--- src/rtl/instr_fetch_unit.sv ---
// -----------------------------------------------------------------------------
// instr_fetch_unit
//
// Instruction fetch front end of the 16-bit processor. It holds the PC, drives
// the byte address into the 128x16 instruction RAM, captures the returned word,
// and buffers up to two fetched instructions for the decode stage behind a
// valid/ready handshake. Branch redirects flush the buffer. An all-zero word,
// which pads unused instruction memory, stops fetching.
//
// Ports:
//   CLK          in   1   system clock, all state on the rising edge
//   RESET        in   1   asynchronous, active-high reset
//   ADDR         out  8   byte address to instruction RAM (equals PC, bit 0 = 0)
//   Q            in  16   instruction word from RAM, combinational in ADDR
//   INSTR        out 16   head-of-queue instruction
//   INSTR_PC     out  8   byte address INSTR was fetched from
//   INSTR_VALID  out  1   head entry is valid
//   INSTR_READY  in   1   decode accepts the head this cycle
//   FLUSH        in   1   branch/jump redirect, one-cycle pulse
//   FLUSH_ADDR   in   8   redirect target byte address (bit 0 forced to 0)
//   HALTED       out  1   an all-zero word was fetched, fetching stopped
// -----------------------------------------------------------------------------
module instr_fetch_unit #(
    parameter logic [7:0] RESET_PC  = 8'h00,
    parameter int          BOOT_WAIT = 1,
    parameter int          DEPTH     = 2
) (
    input  logic        CLK,
    input  logic        RESET,
    output logic [7:0]  ADDR,
    input  logic [15:0] Q,
    output logic [15:0] INSTR,
    output logic [7:0]  INSTR_PC,
    output logic        INSTR_VALID,
    input  logic        INSTR_READY,
    input  logic        FLUSH,
    input  logic [7:0]  FLUSH_ADDR,
    output logic        HALTED
);

    localparam logic [3:0] LP_BOOT  = 4'(BOOT_WAIT);
    localparam logic [1:0] LP_DEPTH = 2'(DEPTH);

    typedef enum logic [1:0] {
        S_BOOT = 2'd0,
        S_RUN  = 2'd1,
        S_HALT = 2'd2
    } state_t;

    state_t      r_state;
    logic [3:0]  r_boot_cnt;
    logic [7:0]  r_pc;
    logic [1:0]  r_count;
    logic [15:0] r_instr;      // queue head, drives INSTR directly
    logic [7:0]  r_instr_pc;
    logic [15:0] r_q1_instr;   // second queue entry
    logic [7:0]  r_q1_pc;
    logic        r_halted;

    logic w_pop;
    logic w_fetch_en;
    logic w_fetch;
    logic w_zero;
    logic w_push;
    logic w_halt_hit;

    assign w_pop      = (r_count != 2'd0) & INSTR_READY;
    // The edge that ends the boot wait already performs the first fetch, so
    // the first INSTR_VALID appears BOOT_WAIT + 1 edges after reset release.
    assign w_fetch_en = (r_state == S_RUN) | ((r_state == S_BOOT) & (r_boot_cnt == 4'd0));
    assign w_fetch    = ~FLUSH & w_fetch_en & ((r_count < LP_DEPTH) | w_pop);
    assign w_zero     = (Q == 16'h0000);
    assign w_push     = w_fetch & ~w_zero;
    assign w_halt_hit = w_fetch & w_zero;

    assign ADDR        = r_pc;
    assign INSTR       = r_instr;
    assign INSTR_PC    = r_instr_pc;
    assign INSTR_VALID = (r_count != 2'd0);
    assign HALTED      = r_halted;

    // Fetch control FSM, PC, and the two-entry instruction queue.
    always_ff @(posedge CLK or posedge RESET) begin
        if (RESET) begin
            r_state    <= S_BOOT;
            r_boot_cnt <= LP_BOOT;
            r_pc       <= RESET_PC & 8'hFE;
            r_count    <= 2'd0;
            r_instr    <= 16'h0000;
            r_instr_pc <= 8'h00;
            r_q1_instr <= 16'h0000;
            r_q1_pc    <= 8'h00;
            r_halted   <= 1'b0;
        end else if (FLUSH) begin
            // Redirect wins over any pop or fetch in the same cycle.
            r_state    <= S_RUN;
            r_boot_cnt <= 4'd0;
            r_pc       <= FLUSH_ADDR & 8'hFE;
            r_count    <= 2'd0;
            r_halted   <= 1'b0;
        end else begin
            case (r_state)
                S_BOOT: begin
                    if (r_boot_cnt != 4'd0) begin
                        r_boot_cnt <= r_boot_cnt - 4'd1;
                    end else if (w_halt_hit) begin
                        r_state  <= S_HALT;
                        r_halted <= 1'b1;
                    end else begin
                        r_state <= S_RUN;
                    end
                end
                S_RUN: begin
                    if (w_halt_hit) begin
                        r_state  <= S_HALT;
                        r_halted <= 1'b1;
                    end else begin
                        r_state <= S_RUN;
                    end
                end
                S_HALT: begin
                    r_state <= S_HALT;
                end
                default: begin
                    r_state <= S_HALT;
                end
            endcase

            // A halting word is never enqueued and leaves the PC on itself.
            if (w_push) begin
                r_pc <= r_pc + 8'd2;
            end else begin
                r_pc <= r_pc;
            end

            case ({w_push, w_pop})
                2'b10: begin
                    if (r_count == 2'd0) begin
                        r_instr    <= Q;
                        r_instr_pc <= r_pc;
                    end else begin
                        r_q1_instr <= Q;
                        r_q1_pc    <= r_pc;
                    end
                    r_count <= r_count + 2'd1;
                end
                2'b01: begin
                    if (r_count == 2'd2) begin
                        r_instr    <= r_q1_instr;
                        r_instr_pc <= r_q1_pc;
                    end else begin
                        r_instr    <= r_instr;
                        r_instr_pc <= r_instr_pc;
                    end
                    r_count <= r_count - 2'd1;
                end
                2'b11: begin
                    // Count is unchanged; a full queue shifts to keep order.
                    if (r_count == 2'd1) begin
                        r_instr    <= Q;
                        r_instr_pc <= r_pc;
                    end else begin
                        r_instr    <= r_q1_instr;
                        r_instr_pc <= r_q1_pc;
                        r_q1_instr <= Q;
                        r_q1_pc    <= r_pc;
                    end
                end
                default: begin
                    r_count <= r_count;
                end
            endcase
        end
    end

endmodule

--- config.mk ---
export PLATFORM = sky130hd
export DESIGN_NAME = instr_fetch_unit
export DESIGN_NICKNAME = d
export VERILOG_FILES = /design/src/rtl/instr_fetch_unit.sv
export SDC_FILE = /design/constraint.sdc
export NUM_CORES = 1
export LEC_CHECK = 0
export CAP_MARGIN = 40
export CORE_MARGIN = 2
export CORE_UTILIZATION = 51
export DETAILED_ROUTE_END_ITERATION = 10
export GPL_TIMING_DRIVEN = 1
export HOLD_SLACK_MARGIN = 0.02
export PLACE_DENSITY = 0.81
export SKIP_CTS_REPAIR_TIMING = 1
export SLEW_MARGIN = 20
export SYNTH_ARGS = -nofsm -noshare
export SYNTH_HDL_FRONTEND = slang
export SYNTH_SLANG_ARGS = --single-unit
--- constraint.sdc ---
create_clock -name CLK -period 3.5 [get_ports CLK]
set_clock_uncertainty 0.1 [all_clocks]
set_input_delay 0.7 -clock CLK [delete_from_list [all_inputs] [get_ports CLK]]
set_output_delay 0.7 -clock CLK [all_outputs]
set_load 0.01 [all_outputs]
# Word level (Yosys, flattened, before mapping)
# Cells that the tools add are included.
# totals
input_bits,28
regBits,65
elab_cells,81
# op_classes
reduce_logical,17
n_eq_ne,11
add_sub_neg,4
magnitude_cmp,1
bitwise,10
muxes,29
# op_table
cell,n
16-bit 2-to-1 mux,5
8-bit 2-to-1 mux,7
16-bit one-hot mux with 3 select lines,1
16-bit one-hot mux with 2 select lines,1
8-bit one-hot mux with 3 select lines,1
16-bit zero test,1
8-bit one-hot mux with 2 select lines,1
4-bit 2-to-1 mux,3
2-bit nonzero test,5
3-bit nonzero test,3
8-bit by 2-bit adder with 8-bit output (second input constant),1
2-bit 2-to-1 mux,4
2-bit != test (second input constant),4
2-bit one-hot mux with 2 select lines,2
4-bit AND reduction,2
1-bit AND,6
2-bit by 1-bit equality test with 1-bit output (second input constant),3
2-bit equality test (second input constant),3
2-bit zero test,2
4-bit zero test,1
2-bit AND reduction,2
4-bit nonzero test,1
4-bit by 1-bit subtractor with 4-bit output (second input constant),1
1-bit 2-to-1 mux,3
7 further kinds,9

# Depth between registers and ports, before layout
# Gate-level depths: netlist of run 1.
# depth
word_depth,10
ltp_mapped,8

# Worst setup path after synthesis of run 1
# No wires, ideal clock.
# synth_timing
kind,register to register
startpoint,register r_boot_cnt[1]
endpoint,"register r_instr[10], in the netlist INSTR[10]"
t_required_ns,3.275
setup_ns,0.125
synth_period_minus_slack_ns,2.631
slack_ns,0.869
arrival_time_ns,2.407
stages_incl_launch_ff,9
cell_sequence,dfrtp_1 inv_1 ha_1 or4b_4 a221oi_4 nand2_2 a21oi_4 buf_4 mux2_2
# synth_via
elab_chain_len,9
elab_cells_between_ends,14
classes_between,5 x eq/ne; 1 x mux; 5 x bitwise; 3 x reduce/logical
# synth_rtl
element,line,text
start: declaration,51,logic [3:0] r_boot_cnt;
start signal: assignment,105,r_boot_cnt <= r_boot_cnt - 4'd1;
4-bit zero test *,70,assign w_fetch_en = (r_state == S_RUN) | ((r_state == S_BOOT) & (r_boot_cnt == 4'd0));
1-bit AND *,70,
1-bit bitwise OR *,70,
1-bit AND * (2 in a row),71,assign w_fetch = ~FLUSH & w_fetch_en & ((r_count < LP_DEPTH) | w_pop);
1-bit AND *,73,assign w_push = w_fetch & ~w_zero;
2-bit by 1-bit equality test with 1-bit output / 2-bit equality test (equally long branches),136,"case ({w_push, w_pop})"
2-bit != test (no line) / 3-bit nonzero test (equally long branches),n/a,
4-bit AND reduction (no line),n/a,
end signal: assignment,149,r_instr <= r_q1_instr;
end signal: assignment,152,r_instr <= r_instr;
end signal: assignment,163,r_instr <= r_q1_instr;
end: declaration,54,logic [15:0] r_instr;
# Every way passes the cells marked *; elsewhere a longest branch is shown, timed or not.
# A chain may end at the register's enable or synchronous reset.

# Worst setup path after layout of run 1
# layout_timing
startpoint,input port INSTR_READY
endpoint,"register r_instr[10], in the netlist INSTR[10]"
# layout_via
elab_chain_len,7
elab_cells_between_ends,12
classes_between,5 x eq/ne; 1 x mux; 4 x bitwise; 2 x reduce/logical
# layout_rtl
element,line,text
start: declaration,35,"input logic INSTR_READY,"
1-bit AND *,67,assign w_pop = (r_count != 2'd0) & INSTR_READY;
1-bit bitwise OR,71,
1-bit AND,71,
1-bit AND,73,
2-bit by 1-bit equality test with 1-bit output / 2-bit equality test (equally long branches),136,
2-bit != test (no line) / 3-bit nonzero test (equally long branches),n/a,
4-bit AND reduction (no line),n/a,
# Marked as above.

==> flow_summary_export.csv, run 1 <==
group,metric,value,unit
yosys,synth.distinct_cells,36,
floorplan,dieHeight,81.5,um
placed_design,place_hpwl,4140,um
floorplan,io_pins,62,
yosys,synth.avg_cell_area,13.3,sq um
yosys,yosys.area_share.xor_xnor,2.00,%
clock_tree,cts.sinks,63,
route,wirelength,6080,um
global_routing,grt_pass1_wl,9980,um
floorplan,die_area,0.00665,sq mm
sta,layout_setup_ws,530,ps
clock_tree,cts_tree,"yes",
route,vias_per_cell,5.38,
yosys,yosysTopAreaCell,"dfrtp_1",
placed_design,place_ws,254,ps
setup_path,crit_required,3620,ps
yosys,synth-simple-area-share,7.59,%
floorplan,core,0.00585,sq mm
placed_design,portBuffers,59,
yosys,ys.flop_type,"dfrtp_1",
sta,max_freq,337,MHz
yosys,synth_seq_cells,63,
setup_path,cp-end-kind,"flip-flop",
route,wl_met1,2820,um
route,detail-route-antenna-nets,0,
global_routing,grt_overflow,0,
clock_tree,cts_buffers,9,
setup_path,worstSetupPathType,"input port to flip-flop",
yosys,synth_async_sr_flop_share,100,%
yosys,synth_compound_area_share,5.84,%
global_routing,grt_max_degree,34,
clock_tree,cts.path.max_buffers,2,
floorplan,initial_core_util,52.4,%
sta,setup-tns-final,0,ps
yosys,synth_sequential_area_ratio,51.5,%
sta,slew_violations,0,
yosys,yosysWarnings,0,
min_path,hp-class,"flip-flop to flip-flop",
route,wl_met3,341,um
yosys,synth.area.top_cells,"dfrtp_1 (51%), mux2_2 (17%), mux2_4 (7.8%)",
yosys,synth_edf_count,0,
run,maxCapViolCount,0,
setup_path,crit_path_start_kind,"input port",
placed_design,place.gp.congestion,0.752,
route,drt_iter0_drc,73,
route,wl_met2,2830,um
route,routed.top_layer,"met4",
global_routing,antenna_found_initial,0,
clock_tree,cts-htree-levels,3,
clock_tree,clk_latency,340,ps
sta,rsz0062_at_grt,"no",
sta,tightest_slew,680,ps
route,routedWlPerCell,16.1,um
yosys,synth_top_family_by_area,"multiplexers",
yosys,synth_commonest_cells,"dfrtp_1 (62), mux2_2 (47), mux2_4 (16)",
sta,max-slew-margin-rel,54.4,%
yosys,yosys-mux-area-fraction,27.7,%
yosys,yosysMostFrequentCell,"dfrtp_1",
clock_tree,clk_pin_slew_worst_paths,70,ps
power_and_ir_drop,ir_drop,436,uV
sta,setup_viol_count_final,0,
yosys,synth_area,0.00307,sq mm
yosys,synth-adder-area-share,2.04,%
global_routing,grt_pass1_vias,2071,
yosys,yosys.area.top_type_share,50.6,%
floorplan,rows,28,
floorplan,fp.dieW,81.5,um
power_and_ir_drop,p_leak,1.67,nW
clock_tree,cts-root-buf,"clkbuf_8",
sta,period_minus_slack,2970,ps
yosys,syn_nets,263,
route,drc,0,
setup_path,cp.arrival,3090,ps
route,drtPass1Iterations,4,
yosys,synth_cells,230,
cells_and_area,layout-drive-gt1-share,30.5,%
global_routing,grtUsageTotal,20.4,%
outcome,status,"complete, no violations",
sta,timing_hold_violations_final,0,
cells_and_area,syn_to_final_growth,29.7,%
route,vias,2027,
cells_and_area,finalNetCount,331,
cells_and_area,antenna_cells,0,
power_and_ir_drop,power_density,829,mW/mm^2
setup_path,cp_max_fo,17,
sta,finalCritPeriodShare,84.9,%
## layer usage
metal	vias up	global-route usage [%]
li1	956	-
met1	992	27.8
met2	70	31.4
met3	9	6.26
met4	0	6.27
met5	-	0
## critical path, stage by stage
cell             delay [ps]
clkdlybuf4s50_1         530
nand2b_1                240
a221oi_4                520
nand2_2                 220
a21oi_4                 200
buf_4                   290
mux2_2                  380
## per-stage QoR
step	utilization, %	hold slack [ps]	cells	power [mW]	area, sq um
2_1_floorplan	-	359	230	2.11	3070
3_3_place_gp	64.6	369	362	2.62	3780
3_5_place_dp	64.6	380	362	2.67	3780
4_1_cts	67.9	396	377	3.32	3980
5_1_grt	67.9	422	377	3.51	3980
6_report	67.9	393	377	3.30	3980
## path summary, 6_finish.rpt
check | start | endpoint | slack (ps) | cells past startpoint
max | INSTR_READY | INSTR[10] | 530 | 7
min | r_q1_pc[2] | r_q1_pc[2] | 390 | 1
max reg2reg | r_boot_cnt[1] | INSTR[10] | 550 | 8
min reg2reg | r_q1_pc[2] | r_q1_pc[2] | 390 | 1
max in group asynchronous | RESET | r_q1_instr[1] | 2020 | 3
min in group asynchronous | RESET | HALTED | 670 | 2
## cells in the final DEF, fill, tap and decap left out, types with 2 or more instances in the layout
cell type	instances
clkbuf_8	11
nand3_1	6
a221o_1	4
clkdlybuf4s50_1	59
nand2b_1	3
nor3_1	3
mux2_4	16
nand2_1	8
nor2_1	10
nor4_1	4
ha_1	5
nand4_1	2
nand2_2	2
buf_4	4
xnor2_1	4
mux2_1	7
xor2_1	3
a21oi_1	3
o21ai_0	5
mux2_2	47
inv_1	9
a211oi_1	3
or3_1	2
dfrtp_1	62
nor2b_1	2
buf_12	3
## final cells by class
cell class / instances / area [sq um]
Inverter: 10 / 37.5
Clock buffer: 12 / 155
Clock inverter: 3 / 42.5
Multi-Input combinational cell: 148 / 1390
Tap cell: 75 / 93.8
Sequential cell: 63 / 1580
Timing Repair Buffer: 66 / 681
Fill cell: 417 / 1880
## state kept, by name (all words and copies together) (netlist names)
register / cells
INSTR: 16
r_q1_instr: 16
INSTR_PC: 8
ADDR: 7
r_q1_pc: 7
r_boot_cnt: 4
r_count: 2
r_state: 2
HALTED: 1
## power by group
group          switching [mW]  leakage (nW)  internal, mW
sequential              0.188         0.757          1.04
clock                   0.273        0.0985         0.363
combinational           0.550         0.819         0.882
total                    1.01          1.67          2.28
## cell families (layout without fill, tap and decap cells)
family,Yosys count,count (layout)
mux,70,70
flops,63,63
simple gates,45,45
compound gates,20,20
buf+inv,19,91
xor+xnor,7,7
fa+ha+maj,5,5
other cells,1,1
No activity file was read; power rests on OpenSTA's default activity.
==> run 2: changes to the inputs <==
- clock period: 3.5 -> 3.1 ns (I/O delays scaled with it)
==> flow_summary_export.csv, run 2 (synthesis gave the netlist of run 1 again) <==
group,metric,value,unit
floorplan,die_area,0.00665,sq mm
run,maxCapViolCount,0,
route,drc,0,
route,detail-route-antenna-nets,0,
sta,timing_hold_violations_final,0,
sta,rsz0062_at_grt,"no",
cells_and_area,syn_to_final_growth,29.7,%
clock_tree,cts_tree,"yes",
setup_path,worstSetupPathType,"flip-flop to flip-flop",
floorplan,fp.dieW,81.5,um
global_routing,grt_pass1_vias,2103,
cells_and_area,fin_area,0.00398,sq mm
route,drtPass1Iterations,4,
route,drt_iter0_drc,103,
sta,slew_violations,0,
global_routing,grtUsageTotal,19.2,%
sta,finalCritPeriodShare,94.1,%
setup_path,cp-end-kind,"flip-flop",
cells_and_area,antenna_cells,0,
setup_path,slowest_stage,"a221oi_4",
setup_path,cp.arrival,3030,ps
power_and_ir_drop,ir_drop,425,uV
placed_design,portBuffers,59,
route,wirelength,5920,um
route,vias,2039,
cells_and_area,final_core_util,68.0,%
floorplan,initial_core_util,52.4,%
sta,max_freq,343,MHz
clock_tree,cts-root-buf,"clkbuf_8",
sta,tightest_slew,701,ps
power_and_ir_drop,power_density,929,mW/mm^2
sta,setup_viol_count_final,0,
route,vias_per_cell,5.38,
global_routing,grt_pass1_wl,9710,um
clock_tree,cts-htree-levels,3,
power_and_ir_drop,finalPower,3.69,mW
cells_and_area,final_cell_mix,"dfrtp_1 (62), clkdlybuf4s50_1 (59), mux2_2 (47), mux2_4 (16)",
placed_design,place_hpwl,4100,um
floorplan,io_pins,62,
placed_design,place.gp.congestion,0.748,
floorplan,rows,28,
placed_design,place_ws,-7.13,ps
clock_tree,cts.sinks,63,
setup_path,crit_path_start_kind,"flip-flop",
floorplan,core,0.00585,sq mm
cells_and_area,finalNetCount,332,
global_routing,antenna_found_initial,0,
setup_path,crit_required,3210,ps
clock_tree,cts_buffers,9,
placed_design,placed_cell_area,0.00378,sq mm
outcome,status,"complete, no violations",
global_routing,grt_overflow,0,
sta,period_minus_slack,2920,ps
clock_tree,clk_latency,330,ps
floorplan,dieHeight,81.5,um
global_routing,grt_max_degree,34,
clock_tree,cts.path.max_buffers,2,
cells_and_area,layout_commonest_cell,"dfrtp_1",
setup_path,cp_max_fo,16,
sta,max-slew-margin-rel,53.0,%
sta,layout_setup_ws,181,ps
setup_path,crit_chain,"inv_1 -> ha_1 -> or4b_4 -> a221oi_4 -> nand2_2 -> a21oi_4 -> buf_4 -> mux2_2",
min_path,hp-class,"flip-flop to flip-flop",
setup_path,max_stage_delay,530,ps
power_and_ir_drop,p_leak,1.67,nW
clock_tree,clk_pin_slew_worst_paths,60,ps
cells_and_area,layout-drive-gt1-share,30.3,%
route,routedWlPerCell,15.6,um
## run 2: changes by cell type in the layout (fill, tap and decap cells not counted)
cell,delta
buf_4,+1
clkbuf_1,+2
clkbuf_8,-1
## run 2: layout make-up
type	count	area, sq um
Clock inverter	3	42.5
Sequential cell	63	1580
Timing Repair Buffer	67	688
Clock buffer	13	149
Multi-Input combinational cell	148	1390
Fill cell	409	1870
Inverter	10	37.5
Tap cell	75	93.8
## run 2: critical path, delay by kind of cell, from the launching register on
family / cells / cell delay, ps
AO/OA/AOI/OAI: 2 / 720
multiplexers: 1 / 370
AND/OR/NAND/NOR: 2 / 710
adder cells (fa/ha/maj): 1 / 170
buffers and inverters: 2 / 330
flip-flops: 1 / 390
## run 2: final timing paths
path	startpoint	endpoint	cells past startpoint	slack [ps]
max	r_boot_cnt[1]	INSTR[3]	8	180
min	r_q1_pc[3]	r_q1_pc[3]	1	400
max reg2reg	r_boot_cnt[1]	INSTR[3]	8	180
min reg2reg	r_q1_pc[3]	r_q1_pc[3]	1	400
max in group asynchronous	RESET	r_boot_cnt[0]	3	1610
min in group asynchronous	RESET	INSTR[12]	2	610
## run 2: routing by layer
layer	GRT usage [%]	routed length [um]	vias up
met5	0	0	-
met4	7.29	62	0
met3	5.05	312	9
met2	30.9	2840	59
met1	25.0	2710	1014
li1	-	-	957
## run 2: report_power, final
group,switching [mW],leakage [nW],total (mW),internal (mW)
Clock,0.300,0.0936,0.694,0.393
Sequential,0.213,0.757,1.39,1.17
Combinational,0.612,0.823,1.61,1.00
Total,1.13,1.67,3.69,2.57
## run 2: metrics by stage
stage | instances | hold slack, ps | setup TNS [ps]
final | 379 | 400 | 0
after global routing | 379 | 424 | 0
after CTS | 379 | 397 | 0
after detailed placement | 363 | 375 | -7.13
after global placement | 363 | 369 | 0
after floorplan | 230 | 359 | 0
